### src/rtl/dac_sample_buffer_pkg.sv
// Shared types and constants for the DAC sample buffer.
// The rounding option is enabled by defining DAC_SAMPLE_BUFFER_ROUND_EN.
package dac_sample_buffer_pkg;

  typedef enum logic [1:0] {
    ST_IDLE = 2'b00,
    ST_FILL = 2'b01,
    ST_RUN  = 2'b10
  } buf_state_e;

  localparam logic [11:0] MIDSCALE_CODE = 12'h800;
  localparam logic [19:0] ROUND_BIAS    = 20'h00080;
  localparam logic [19:0] SAT_MAX       = 20'h7FFFF;

  // Two's-complement MSBs to offset binary: flipping the sign bit re-centres the range.
  function automatic logic [11:0] to_offset_code(input logic [11:0] i_msbs);
    return {~i_msbs[11], i_msbs[10:0]};
  endfunction

endpackage

### src/rtl/dac_sample_buffer_fifo_mem.sv
// Storage for the DAC sample FIFO: DEPTH x WIDTH register array, one write port,
// registered read port whose output register also holds the code between reads.
module sample_fifo_mem
  import dac_sample_buffer_pkg::*;
#(
  parameter int               DEPTH      = 16,
  parameter int               WIDTH      = 12,
  parameter logic [WIDTH-1:0] RESET_DATA = MIDSCALE_CODE
) (
  input  logic                     i_clk,
  input  logic                     i_rst,
  input  logic                     i_wr_en,
  input  logic [$clog2(DEPTH)-1:0] i_wr_addr,
  input  logic [WIDTH-1:0]         i_wr_data,
  input  logic                     i_rd_en,
  input  logic [$clog2(DEPTH)-1:0] i_rd_addr,
  output logic [WIDTH-1:0]         o_rd_data
);

  logic [WIDTH-1:0] r_mem [DEPTH];
  logic [WIDTH-1:0] r_rd_data;

  // Array write; contents need no reset because occupancy gates every read.
  always_ff @(posedge i_clk) begin
    if (i_wr_en) begin
      r_mem[i_wr_addr] <= i_wr_data;
    end
  end

  // Read register samples the pre-write contents, so a full-FIFO write+read to one slot is safe.
  always_ff @(posedge i_clk or posedge i_rst) begin
    if (i_rst) begin
      r_rd_data <= RESET_DATA;
    end else if (i_rd_en) begin
      r_rd_data <= r_mem[i_rd_addr];
    end
  end

  assign o_rd_data = r_rd_data;

endmodule

### src/rtl/dac_sample_buffer.sv
// Buffers 20-bit filter samples as 12-bit offset-binary DAC codes with a prime/run FSM.
// Define DAC_SAMPLE_BUFFER_ROUND_EN to round half up (saturating) instead of truncating.
module dac_sample_buffer
  import dac_sample_buffer_pkg::*;
#(
  parameter int DEPTH       = 16,
  parameter int PRIME_LEVEL = 4
) (
  input  logic                     qzt_clk,
  input  logic                     reset,
  input  logic [19:0]              sample_in,
  input  logic                     sample_strobe,
  input  logic                     dac_req,
  output logic [11:0]              dac_code,
  output logic                     dac_valid,
  output logic [$clog2(DEPTH):0]   fifo_count,
  output logic                     overflow,
  output logic                     underflow
);

  localparam int AW = $clog2(DEPTH);
  localparam int CW = AW + 1;
  localparam logic [CW-1:0] FULL_COUNT  = CW'(DEPTH);
  localparam logic [CW-1:0] PRIME_COUNT = CW'(PRIME_LEVEL);

  buf_state_e    r_state;
  buf_state_e    w_state_next;
  logic          r_strobe_d;
  logic          r_req_d;
  logic [AW-1:0] r_wr_ptr;
  logic [AW-1:0] r_rd_ptr;
  logic [CW-1:0] r_count;
  logic [CW-1:0] w_count_next;
  logic          r_valid;
  logic          r_overflow;
  logic          r_underflow;

  logic          w_strobe_edge;
  logic          w_req_edge;
  logic          w_empty;
  logic          w_full;
  logic          w_rd_req;
  logic          w_rd_en;
  logic          w_wr_en;
  logic          w_underflow_evt;
  logic          w_overflow_evt;
  logic [19:0]   w_s;
  logic [11:0]   w_wr_code;
  logic [11:0]   w_rd_data;
  logic [7:0]    w_unused_lsbs;

`ifdef DAC_SAMPLE_BUFFER_ROUND_EN
  logic [19:0] w_sum;
  assign w_sum = sample_in + ROUND_BIAS;
  // Only a non-negative input can wrap into the sign bit when the bias is added.
  assign w_s   = (!sample_in[19] && w_sum[19]) ? SAT_MAX : w_sum;
`else
  assign w_s   = sample_in;
`endif

  assign w_wr_code     = to_offset_code(w_s[19:8]);
  assign w_unused_lsbs = w_s[7:0];

  assign w_strobe_edge = sample_strobe & ~r_strobe_d;
  assign w_req_edge    = dac_req & ~r_req_d;
  assign w_empty       = (r_count == {CW{1'b0}});
  assign w_full        = (r_count == FULL_COUNT);

  // Read decision precedes write, so an empty FIFO never forwards the incoming sample.
  assign w_rd_req        = w_req_edge && (r_state == ST_RUN);
  assign w_rd_en         = w_rd_req && !w_empty;
  assign w_underflow_evt = w_rd_req && w_empty;
  assign w_wr_en         = w_strobe_edge && (!w_full || w_rd_en);
  assign w_overflow_evt  = w_strobe_edge && w_full && !w_rd_en;

  // Occupancy update.
  always_comb begin
    w_count_next = r_count;
    case ({w_wr_en, w_rd_en})
      2'b10:   w_count_next = r_count + CW'(1);
      2'b01:   w_count_next = r_count - CW'(1);
      default: w_count_next = r_count;
    endcase
  end

  // Next-state logic.
  always_comb begin
    w_state_next = r_state;
    case (r_state)
      ST_IDLE: begin
        if (w_wr_en) w_state_next = ST_FILL;
        else         w_state_next = ST_IDLE;
      end
      ST_FILL: begin
        if (r_count >= PRIME_COUNT) w_state_next = ST_RUN;
        else                        w_state_next = ST_FILL;
      end
      ST_RUN: begin
        if (w_underflow_evt) w_state_next = ST_FILL;
        else                 w_state_next = ST_RUN;
      end
      default: w_state_next = ST_IDLE;
    endcase
  end

  // Edge-detect copies reset high so a level already asserted at release is ignored.
  always_ff @(posedge qzt_clk or posedge reset) begin
    if (reset) begin
      r_strobe_d <= 1'b1;
      r_req_d    <= 1'b1;
    end else begin
      r_strobe_d <= sample_strobe;
      r_req_d    <= dac_req;
    end
  end

  // FSM state, pointers and occupancy.
  always_ff @(posedge qzt_clk or posedge reset) begin
    if (reset) begin
      r_state  <= ST_IDLE;
      r_wr_ptr <= {AW{1'b0}};
      r_rd_ptr <= {AW{1'b0}};
      r_count  <= {CW{1'b0}};
    end else begin
      r_state <= w_state_next;
      r_count <= w_count_next;
      if (w_wr_en) r_wr_ptr <= r_wr_ptr + AW'(1);
      if (w_rd_en) r_rd_ptr <= r_rd_ptr + AW'(1);
    end
  end

  // Output qualifier and sticky error flags.
  always_ff @(posedge qzt_clk or posedge reset) begin
    if (reset) begin
      r_valid     <= 1'b0;
      r_overflow  <= 1'b0;
      r_underflow <= 1'b0;
    end else begin
      if (w_rd_en)              r_valid <= 1'b1;
      else if (w_underflow_evt) r_valid <= 1'b0;
      if (w_overflow_evt)  r_overflow  <= 1'b1;
      if (w_underflow_evt) r_underflow <= 1'b1;
    end
  end

  sample_fifo_mem #(
    .DEPTH      (DEPTH),
    .WIDTH      (12),
    .RESET_DATA (MIDSCALE_CODE)
  ) u_mem (
    .i_clk     (qzt_clk),
    .i_rst     (reset),
    .i_wr_en   (w_wr_en),
    .i_wr_addr (r_wr_ptr),
    .i_wr_data (w_wr_code),
    .i_rd_en   (w_rd_en),
    .i_rd_addr (r_rd_ptr),
    .o_rd_data (w_rd_data)
  );

  assign dac_code   = w_rd_data;
  assign dac_valid  = r_valid;
  assign fifo_count = r_count;
  assign overflow   = r_overflow;
  assign underflow  = r_underflow;

endmodule

### config.mk
export PLATFORM = sky130hd
export DESIGN_NAME = dac_sample_buffer
export DESIGN_NICKNAME = d
export VERILOG_FILES = /design/src/rtl/dac_sample_buffer_pkg.sv /design/src/rtl/dac_sample_buffer_fifo_mem.sv /design/src/rtl/dac_sample_buffer.sv
export SDC_FILE = /design/constraint.sdc
export NUM_CORES = 1
export LEC_CHECK = 0
export ABC_AREA = 1
export CORE_UTILIZATION = 29
export DETAILED_ROUTE_END_ITERATION = 16
export HOLD_SLACK_MARGIN = 0.03
export PLACE_DENSITY = 0.44
export REMOVE_ABC_BUFFERS = 1
export SYNTH_ARGS = -nofsm -noshare
export SYNTH_HDL_FRONTEND = slang
export SYNTH_SLANG_ARGS = --single-unit
### constraint.sdc
create_clock -name qzt_clk -period 2.3 [get_ports qzt_clk]
set_input_delay 0.345 -clock qzt_clk [delete_from_list [all_inputs] [get_ports qzt_clk]]
set_output_delay 0.345 -clock qzt_clk [all_outputs]
set_load 0.1 [all_outputs]
==> metrics <==
status completed; hpwl dp 15.6 mm; reg-to-reg startpoint fifo_count[3]; vias per cell 4.30; Worst Setup SP fifo_count[3]; gr ovfl total 0; ANT cells 0; commonest cells after routing, fill and taps aside nand2_1, edfxtp_1, inv_1; first-pass GRT wire length 38.8 mm; WS Path Type reg -> reg; Post-Synthesis Cells 977; top cells by area, synth edfxtp_1, nand2_1, nand3_1, dfrtp_1, inv_1; CTS buffer count 26; Final Max Slew Viols 0; Unique masters post-synth 27; DIE WIDTH 186 µm; Mean Syn Cell Area 10.1 µm²; final period utilization 0.915; register area 0.00658 mm²; RSZ-0062 raised after global routing false; PostCTS Resize Cnt 0; Leak 5.22 nW; DRT Wirelength 24.8 mm; most common cell after layout, fill and taps aside nand2_1; GPL Wtd Cong 0.756; WL/cell 16.3 µm; die outline area 0.0347 mm²; Critical Path AT 2.51 ns; port bufs 35; CP Launch Type flop; Overall Global Routing Usage 0.145; Critical Path RT 2.70 ns; Setup Fix Bufs, Post-CTS 0; post-layout instance area 0.0119 mm²; Hold WC Path Type in -> async; Area after DPL 0.0111 mm²; CTS tree built; IO Pins 44; # setup viols final 0; sequential area share after synthesis 0.666; clk root buf clkbuf_16; Register-to-Register Path Depth 14; P&R area growth vs syn 20.7%; share of cells above drive strength 1 0.137; DR pass1 iterations 4; initial DRC count 325; Via Count 6565; clock skew 0.0255 ns; flops & latches, synth 224; Hold Fails Final Rpt 0; Yosys warning count 0; PwrDens 1250 mW/mm²; placeable core area 0.0335 mm²; buffer depth of the longest clock path 3; vias in the first global route 6451; Yosys top cell by area edfxtp_1; Post-CTS Hold Buffers 0; smallest hold slack 0.240 ns; Clock transition at path regs 0.06 ns; nets 1090; Netlist Area Pre-Place 0.00986 mm²; CTS sink cnt 224; Die Height 186 µm; initial antenna violation count 0; DRC viols 0; Rows 67; H-tree levels 1; CP Max Fanout 4; Clock Latency Late Sink 0.54 ns; crit path capture type flop; fin crit period 2.11 ns; largest net degree at the start of global routing 99; Worst Tran Pin Value 0.719 ns; antenna-violating nets left 0; post-synth top area share 0.585; Achievable Freq 475 MHz; MaxCap Viol Count 0; Slew HR 0.520; worst IR drop on VDD 0.630 mV; multi-input combinational cell area 0.00245 mm²; Initial Util 0.294; FILL cells 3430
worst paths after layout:
path	endpoint	slack, ns
worst min register to register	underflow	0.48
worst min-delay path	r_rd_ptr[3]	0.24
min in group qzt_clk	r_strobe_d	0.26
worst max register to register	fifo_count[2]	0.19
worst max-delay path	fifo_count[2]	0.19
max in group asynchronous	r_rd_ptr[0]	1.66
report_power, final:
group | internal, W | switching, W | total [W]
logic | 0.00159 | 0.00412 | 0.00572
registers | 0.00484 | 0.000227 | 0.00506
clock network | 0.00241 | 0.00164 | 0.00406
total | 0.00884 | 0.00599 | 0.0148
cell usage after synthesis:
master and n:
a21boi_0 1, a21oi_1 2, buf_1 2, buf_2 24
buf_4 5, buf_6 6, clkbuf_1 5, clkbuf_2 1
dfrtp_1 29, dfstp_2 3, edfxtp_1 192, ha_1 8
inv_1 171, inv_2 2, inv_4 1, nand2_1 323
nand2_2 2, nand3_1 156, nand4_1 1, nor2_1 8
nor3_1 14, nor3_2 1, o21ai_0 8, o21bai_1 1
or2_2 2, xnor2_1 2, xor2_1 7
layout make-up:
class | instances | share of cell area
inverter | 174 | 0.0551
clock buffer | 31 | 0.0562
multi-input combinational | 536 | 0.206
timing repair buffer | 96 | 0.0690
tap | 448 | 0.0471
clock inverter | 17 | 0.0143
sequential | 224 | 0.552
critical path, cell delays in order (launching register included):
cell and delay [ns]:
dfrtp_1 0.38, inv_1 0.09, nand2_2 0.11, nor2_2 0.12, nand3_1 0.11, nand2_2 0.10
inv_2 0.04, ha_1 0.21, xor2_1 0.16, ha_1 0.19, inv_1 0.05, nand2_1 0.06
buf_4 0.13, xnor2_1 0.13, o21ai_0 0.08
sequential cells by signal, summed over array words and instances, names as in the netlist:
signal           cells
r_wr_ptr             4
dac_valid            1
overflow             1
underflow            1
fifo_count           5
r_strobe_d           1
r_req_d              1
u_mem.r_mem        192
u_mem.o_rd_data     12
r_state              2
r_rd_ptr             4
stage by stage:
stage	total power (W)	worst slack (ns)	utilization	TNS [ns]	instances
6_report	0.0148	0.195	0.355	0	1526
5_1_grt	0.0158	0.0166	0.355	0	1526
4_1_cts	0.0151	0.158	0.355	0	1526
3_5_place_dp	0.0109	-0.203	0.330	-21.11	1478
3_3_place_gp	0.0110	-0.185	0.330	-11.06	1478
2_1_floorplan	0.00885	-0.883	-	-158.10	934
cell families after synthesis:
kind of cell    count (synthesis)  synth area share
compound gates                 12           0.00660
buf+inv                       217            0.0925
fa+ha+maj                       8            0.0102
flops                         224             0.666
simple gates                  507             0.216
xor+xnor                        9           0.00799
per-layer routing:
metal  share of wire  track usage  routed length, µm  vias up
met4           0.019       0.0401                480        0
met3           0.038       0.0186                943       36
li1                -            -                  -     3303
met1            0.47        0.201              11600     3125
met2            0.47        0.238              11700      101
met5               0            0                  0        -
No activity file was read; power rests on OpenSTA's default activity.
